**config.mk**
```make
export PLATFORM = sky130hd
export DESIGN_NAME = branch_resolver
export DESIGN_NICKNAME = d
export VERILOG_FILES = /design/src/rtl/branch_resolver_pkg.sv /design/src/rtl/branch_resolver_cond_eval.sv /design/src/rtl/branch_resolver.sv
export SDC_FILE = /design/constraint.sdc
export NUM_CORES = 1
export LEC_CHECK = 0
export CAP_MARGIN = 40
export CORE_MARGIN = 5
export CORE_UTILIZATION = 37
export DETAILED_ROUTE_END_ITERATION = 8
export GPL_TIMING_DRIVEN = 1
export PLACE_DENSITY = 0.71
export SLEW_MARGIN = 20
export SYNTH_ARGS = -nofsm -noshare
export SYNTH_HDL_FRONTEND = slang
export SYNTH_SLANG_ARGS = --single-unit
```
**constraint.sdc**
```tcl
create_clock -name clk -period 10.1 [get_ports clk]
set_input_delay 3.03 -clock clk [delete_from_list [all_inputs] [get_ports clk]]
set_output_delay 3.03 -clock clk [all_outputs]
set_load 0.01 [all_outputs]
```
**src/rtl/branch_resolver_pkg.sv**
```systemverilog
// -----------------------------------------------------------------------------
// branch_resolver_pkg
// Shared CPU definitions for the branch resolver: condition-code encodings,
// flag-register bit positions and the resolver FSM state encoding.
// -----------------------------------------------------------------------------
package branch_resolver_pkg;

  // Flag-register bit positions
  localparam int FLAG_Z = 0;
  localparam int FLAG_N = 1;
  localparam int FLAG_V = 2;
  localparam int FLAG_C = 3;

  // Branch condition codes
  typedef enum logic [3:0] {
    COND_EQ = 4'h0,
    COND_NE = 4'h1,
    COND_CS = 4'h2,
    COND_CC = 4'h3,
    COND_MI = 4'h4,
    COND_PL = 4'h5,
    COND_VS = 4'h6,
    COND_VC = 4'h7,
    COND_HI = 4'h8,
    COND_LS = 4'h9,
    COND_GE = 4'hA,
    COND_LT = 4'hB,
    COND_GT = 4'hC,
    COND_LE = 4'hD,
    COND_AL = 4'hE,
    COND_NV = 4'hF
  } cond_e;

  // Resolver FSM states
  typedef enum logic [1:0] {
    ST_IDLE       = 2'd0,
    ST_WAIT_FLAGS = 2'd1,
    ST_RESP       = 2'd2
  } state_e;

endpackage

```
**src/rtl/branch_resolver_cond_eval.sv**
```systemverilog
// -----------------------------------------------------------------------------
// cond_eval
// Purely combinational branch-condition evaluator.
//   cond  [3:0] : condition code (cond_e encoding)
//   flags [3:0] : flag register (Z, N, V, C at FLAG_* positions)
//   taken       : condition holds for the given flags
// -----------------------------------------------------------------------------
module cond_eval
  import branch_resolver_pkg::*;
(
  input  logic [3:0] cond,
  input  logic [3:0] flags,
  output logic       taken
);

  logic z, n, v, c;

  assign z = flags[FLAG_Z];
  assign n = flags[FLAG_N];
  assign v = flags[FLAG_V];
  assign c = flags[FLAG_C];

  always_comb begin
    // NOTE: a default assigned before the case keeps this block latch-free
    // even if an arm is ever removed.
    taken = 1'b0;
    unique case (cond_e'(cond))
      COND_EQ: taken = z;
      COND_NE: taken = !z;
      COND_CS: taken = c;
      COND_CC: taken = !c;
      COND_MI: taken = n;
      COND_PL: taken = !n;
      COND_VS: taken = v;
      COND_VC: taken = !v;
      COND_HI: taken = c && !z;
      COND_LS: taken = !c || z;
      COND_GE: taken = (n == v);
      COND_LT: taken = (n != v);
      COND_GT: taken = !z && (n == v);
      COND_LE: taken = z || (n != v);
      COND_AL: taken = 1'b1;
      COND_NV: taken = 1'b0;
    endcase
  end

endmodule

```
**src/rtl/branch_resolver.sv**
```systemverilog
// -----------------------------------------------------------------------------
// branch_resolver
// Accepts one branch request at a time, evaluates its condition against the
// flag register (waiting out any in-flight flag write), and returns the taken
// decision plus the next PC through a valid/ready response port. Keeps a
// saturating count of taken branches.
//   clk, rst_n                 : clock, asynchronous active-low reset
//   req_valid/req_ready        : request handshake (ready only in IDLE)
//   req_cond/req_pc/req_offset : condition code, branch PC, signed offset
//   flags, flag_write_en       : flag register and "write in flight" marker
//   resp_valid/resp_ready      : response handshake
//   resp_taken/resp_target     : decision and next PC (zero when not valid)
//   taken_count                : saturating count of taken evaluations
// -----------------------------------------------------------------------------
module branch_resolver
  import branch_resolver_pkg::*;
#(
  parameter int ADDR_W = 16,
  parameter int CNT_W  = 8
) (
  input  logic              clk,
  input  logic              rst_n,
  input  logic              req_valid,
  output logic              req_ready,
  input  logic [3:0]        req_cond,
  input  logic [ADDR_W-1:0] req_pc,
  input  logic [ADDR_W-1:0] req_offset,
  input  logic [3:0]        flags,
  input  logic              flag_write_en,
  output logic              resp_valid,
  input  logic              resp_ready,
  output logic              resp_taken,
  output logic [ADDR_W-1:0] resp_target,
  output logic [CNT_W-1:0]  taken_count
);

  state_e            state_q, state_d;
  logic [3:0]        cond_q, cond_d;
  logic [ADDR_W-1:0] pc_q, pc_d;
  logic [ADDR_W-1:0] offset_q, offset_d;
  logic              taken_q, taken_d;
  logic [ADDR_W-1:0] target_q, target_d;
  logic [CNT_W-1:0]  count_q, count_d;

  logic              do_eval;
  logic [3:0]        eval_cond;
  logic [ADDR_W-1:0] eval_pc;
  logic [ADDR_W-1:0] eval_offset;
  logic              eval_taken;

  // Evaluation in IDLE uses the live request (latency-1 path); in WAIT_FLAGS
  // it uses the request captured at accept.
  assign eval_cond   = (state_q == ST_IDLE) ? req_cond   : cond_q;
  assign eval_pc     = (state_q == ST_IDLE) ? req_pc     : pc_q;
  assign eval_offset = (state_q == ST_IDLE) ? req_offset : offset_q;

  cond_eval u_cond_eval (
    .cond  (eval_cond),
    .flags (flags),
    .taken (eval_taken)
  );

  // Gated by rst_n so nothing looks acceptable while reset holds the FSM.
  assign req_ready   = (state_q == ST_IDLE) && rst_n;
  assign resp_valid  = (state_q == ST_RESP);
  // taken_q/target_q are cleared whenever RESP is left, so they read as zero
  // outside a valid response.
  assign resp_taken  = taken_q;
  assign resp_target = target_q;
  assign taken_count = count_q;

  always_comb begin
    state_d  = state_q;
    cond_d   = cond_q;
    pc_d     = pc_q;
    offset_d = offset_q;
    taken_d  = taken_q;
    target_d = target_q;
    count_d  = count_q;
    do_eval  = 1'b0;

    unique case (state_q)
      ST_IDLE: begin
        if (req_valid) begin
          cond_d   = req_cond;
          pc_d     = req_pc;
          offset_d = req_offset;
          if (flag_write_en) state_d = ST_WAIT_FLAGS;
          else               do_eval = 1'b1;
        end
      end
      ST_WAIT_FLAGS: begin
        if (!flag_write_en) do_eval = 1'b1;
      end
      ST_RESP: begin
        // Returning to IDLE here means req_ready only rises next cycle.
        if (resp_ready) begin
          state_d  = ST_IDLE;
          taken_d  = 1'b0;
          target_d = '0;
        end
      end
      default: state_d = ST_IDLE;
    endcase

    if (do_eval) begin
      state_d  = ST_RESP;
      taken_d  = eval_taken;
      // Sum truncates to ADDR_W bits, giving modulo-2^ADDR_W wrap-around.
      target_d = eval_pc + (eval_taken ? eval_offset : ADDR_W'(1));
      if (eval_taken && (count_q != '1)) count_d = count_q + CNT_W'(1);
    end
  end

  // NOTE: sequential state uses non-blocking assignments so every flop
  // samples its _d value from before the edge, independent of block order.
  always_ff @(posedge clk or negedge rst_n) begin
    if (!rst_n) begin
      state_q  <= ST_IDLE;
      cond_q   <= '0;
      pc_q     <= '0;
      offset_q <= '0;
      taken_q  <= 1'b0;
      target_q <= '0;
      count_q  <= '0;
    end else begin
      state_q  <= state_d;
      cond_q   <= cond_d;
      pc_q     <= pc_d;
      offset_q <= offset_d;
      taken_q  <= taken_d;
      target_q <= target_d;
      count_q  <= count_d;
    end
  end

endmodule

```
==> reports/metrics.csv <==
metric,value,unit
Layout Utilization,0.487,
setup repair after global routing missed its margin,no,
Placed Area,4770,um^2
Final nets,551,
Final setup viols,0,
"Seq/Total Area, Yosys",0.402,
worst-path fanout max,17,
Max Root-Sink Buffers,2,
ant diodes,0,
Setup TNS,0,ns
Post-Synthesis Cells,417,
crit path cell chain,"clkdlybuf4s50_1, or3b_4, and2_4, o211a_1, or2_1, o31a_1, nor3_4, nand3b_1, ha_1, inv_1, fa_1, nor2b_1, o21ai_0, a21oi_1, o21bai_1, a21boi_0, o21ai_0, a21oi_1, or3_1, nand3_1",
boundary pin count,72,
Pwr Density,245,nW/um^2
"EDFF count, synth",0,
asr flop ratio synth,1.00,
switch share,0.374,
H-tree lvl count,3,
#FFs+latches synth,63,
Finished Cell Area,5030,um^2
vias in the first global route,3472,
power share of the combinational group,0.472,
"non-filler cells, final",630,
"Net Count, Synth",479,
minimum clock period,7.40,ns
Starting DRT DRC Count,131,
via count,3333,
xor/xnor share of the synthesized area,0.0357,
Int Pwr,0.000772,W
ys flop type,dfrtp_1,
DRC,0,
RePlAce Congestion,0.868,
Critical Path RT,10.31,ns
post-synthesis simple-gate area fraction,0.213,
Sink Count,63,
Worst path depth,20,
TritonCTS buffer count,9,
Max rail drop VDD,0.111,mV
chip height,113,um
Root Buffer,clkbuf_8,
drt via density,5.29,
slew margin rel.,0.455,
final hold violation count,0,
global route overflow,0,
crit start category,input pin,
"Largest stage delay, worst path",0.64,ns
CP endpoint kind,register,
die area,12800,um^2
TritonCTS clock tree,built,
Post-Route WL,9780,um
Max Freq,0.135,GHz
largest net degree at the start of global routing,64,
worst min-delay path class,reg2reg,
syn avg cell area,9.41,um^2
critical path class,in2reg,
Seq pwr share,0.316,
CP arrival,7.62,ns
Critical R2R Capture,resp_target[14]$_DFFE_PN0P_,
hold_buf cts,0,
multiplexer share of the synthesized area,0.111,
first-pass GRT wire length,16600,um
critical path startpoint,req_cond[0],
Worst-Margin Slew,0.815,ns
CP Buf/Inv Count,2,
gr usage total,0.161,
Port Buffers,71,
FF-to-FF setup slack,4.83,ns
Post-DP HPWL,7220,um
row cnt,37,
Yosys warning total,0,
Initial DRT Pass Iterations,4,
outcome,"complete, no violations",
Clock Skew,0.0124,ns
Setup Buffers After CTS,0,
"CP delay by family, top",simple AND/OR/NAND/NOR gates,
max-slew violations,0,
dpl cells,613,
adder-cell share of the synthesized area,0.0561,
Initial Utilization,0.380,
slowest stage cell on the critical path,nor3_4,
WL per Instance,15.5,um
Pleak,2.21,nW
Reg-to-Reg Start,state_q[1]$_DFFE_PN0P_,
Post-Syn Area,3930,um^2
max cap viols,0,
Clock Power Share,0.212,
share of cells above drive strength 1,0.156,
Placeable Area,10300,um^2
Layout area overhead,28.2,%
crit path to,resp_target[14]$_DFFE_PN0P_,
Synth Area in Compound Gates,0.151,
R2R cell count,20,
initial antenna violation count,0,
post_cts resized,0,
Clock transition at path regs,0.07,ns
worst skew pair latency,0.35,ns
post-route antenna net violation count,0,
Unique masters post-synth,62,
Die W,113,um
filler instances,1011,
NetSw,0.000462,W
largest family of logic cells by synthesized area,simple AND/OR/NAND/NOR gates,
Tcrit/Tclk final,0.733,
## worst reg2reg max path: stages, from the launching register on
cell and delay (ns):
dfrtp_1 0.55, or2_1 0.50, buf_4 0.32, a311oi_1 0.28, o21ai_1 0.15, a2111oi_4 0.38
nor3_4 0.09, nor3_4 0.71, nand3b_1 0.21, ha_1 0.18, inv_1 0.06, fa_1 0.39
nor2b_1 0.11, o21ai_0 0.11, a21oi_1 0.22, o21bai_1 0.09, a21boi_0 0.19, o21ai_0 0.17
a21oi_1 0.22, or3_1 0.14, nand3_1 0.07
## metrics by stage
| step | power, W | hold slack [ns] | setup slack (ns) |
|---|---|---|---|
| 6_report | 0.00123 | 0.480 | 2.70 |
| 5_1_grt | 0.00133 | 0.517 | 2.24 |
| 4_1_cts | 0.00124 | 0.486 | 2.73 |
| 3_5_place_dp | 0.000978 | 0.470 | 2.35 |
| 3_3_place_gp | 0.000958 | 0.461 | 2.54 |
| 2_1_floorplan | 0.000771 | 0.480 | 3.38 |
## layer usage
layer | up-vias | GRT usage | share of wire
met3 | 16 | 0.0439 | 0.056
met2 | 109 | 0.272 | 0.50
met4 | 0 | 0.0393 | 0.017
met1 | 1585 | 0.205 | 0.43
li1 | 1623 | - | -
met5 | - | 0 | 0
## layout by cell type (no fill, tap or decap), types with 4 or more instances in the layout
| cell | count |
|---|---|
| a21oi_1 | 31 |
| inv_1 | 14 |
| nand4_1 | 5 |
| xnor2_1 | 10 |
| nor2_1 | 4 |
| o21bai_1 | 4 |
| clkdlybuf4s50_1 | 70 |
| nand3_1 | 14 |
| and3_1 | 4 |
| dfrtp_1 | 63 |
| nand2_1 | 93 |
| buf_4 | 5 |
| clkbuf_8 | 12 |
| o21ai_1 | 5 |
| o211ai_1 | 5 |
| or3_1 | 6 |
| ha_1 | 16 |
| xor2_1 | 6 |
| a21o_1 | 6 |
| mux2_2 | 35 |
| o21ai_0 | 16 |
## Yosys cell counts (2+ instances only)
library cell	number	area (um^2)
clkbuf_1	12	45.0
a21oi_1	31	155
nor4_1	3	18.8
nor3_1	2	10.0
nor2_1	5	18.8
a22o_1	2	17.5
o21bai_1	4	30.0
o21ai_1	5	25.0
or3b_4	3	33.8
and2_1	3	18.8
a21o_1	6	45.0
or3_1	6	37.5
dfrtp_1	63	1580
and3_1	4	25.0
nand2_1	93	349
a32o_1	2	20.0
nand2_2	2	12.5
ha_1	16	200
a31oi_1	2	12.5
inv_1	14	52.6
xor2_1	6	52.6
a211o_1	2	17.5
nand2b_1	2	12.5
buf_2	3	15.0
o31ai_1	2	15.0
o21ai_0	16	80.1
o21a_1	2	15.0
or2_1	3	18.8
mux2i_1	3	30.0
xnor2_1	10	87.6
o211ai_1	5	37.5
nor4_2	2	25.0
a211oi_1	2	15.0
nor3_4	2	32.5
nand4_1	5	31.3
nand3_1	14	70.1
mux2_2	35	394
## power groups by stage
stage / logic [W] / registers [W] / clock network (W)
floorplan: 0.000376 / 0.000394 / 0
global placement: 0.000568 / 0.000390 / 0
detailed placement: 0.000583 / 0.000395 / 0
CTS: 0.000587 / 0.000391 / 0.000267
global route: 0.000649 / 0.000403 / 0.000279
finish: 0.000582 / 0.000390 / 0.000262
## area by class of cell
type / count / area [um^2] / area share
repair buffers: 77 / 763 / 0.152
inverters: 14 / 52.6 / 0.0104
clock inverters: 4 / 76.3 / 0.0152
clock buffers: 12 / 165 / 0.0328
flip-flops and latches: 63 / 1580 / 0.313
well taps: 136 / 170 / 0.0338
multi-input cells: 324 / 2230 / 0.443
## flip-flops by register name, summed over array words and instances (netlist names)
| register | cells |
|---|---|
| resp_taken | 1 |
| pc_q | 16 |
| offset_q | 16 |
| taken_count | 8 |
| cond_q | 4 |
| resp_target | 16 |
| state_q | 2 |
## cell families after synthesis
family | after synthesis
fa+ha+maj | 17
compound gates | 90
xor+xnor | 16
flops | 63
simple gates | 162
mux | 39
buf+inv | 30
## worst min path at each step
stage | startpoint | to | cells past startpoint | slack, ns
floorplan | offset_q[1]$_DFFE_PN0P_ | offset_q[1]$_DFFE_PN0P_ | 1 | 0.48
global placement | resp_target[5]$_DFFE_PN0P_ | resp_target[5]$_DFFE_PN0P_ | 2 | 0.46
detailed placement | resp_target[5]$_DFFE_PN0P_ | resp_target[5]$_DFFE_PN0P_ | 2 | 0.47
CTS | resp_target[5]$_DFFE_PN0P_ | resp_target[5]$_DFFE_PN0P_ | 2 | 0.49
global route | resp_target[4]$_DFFE_PN0P_ | resp_target[4]$_DFFE_PN0P_ | 2 | 0.52
finish | resp_target[5]$_DFFE_PN0P_ | resp_target[5]$_DFFE_PN0P_ | 2 | 0.48
Power figures use the tool's default switching activity.
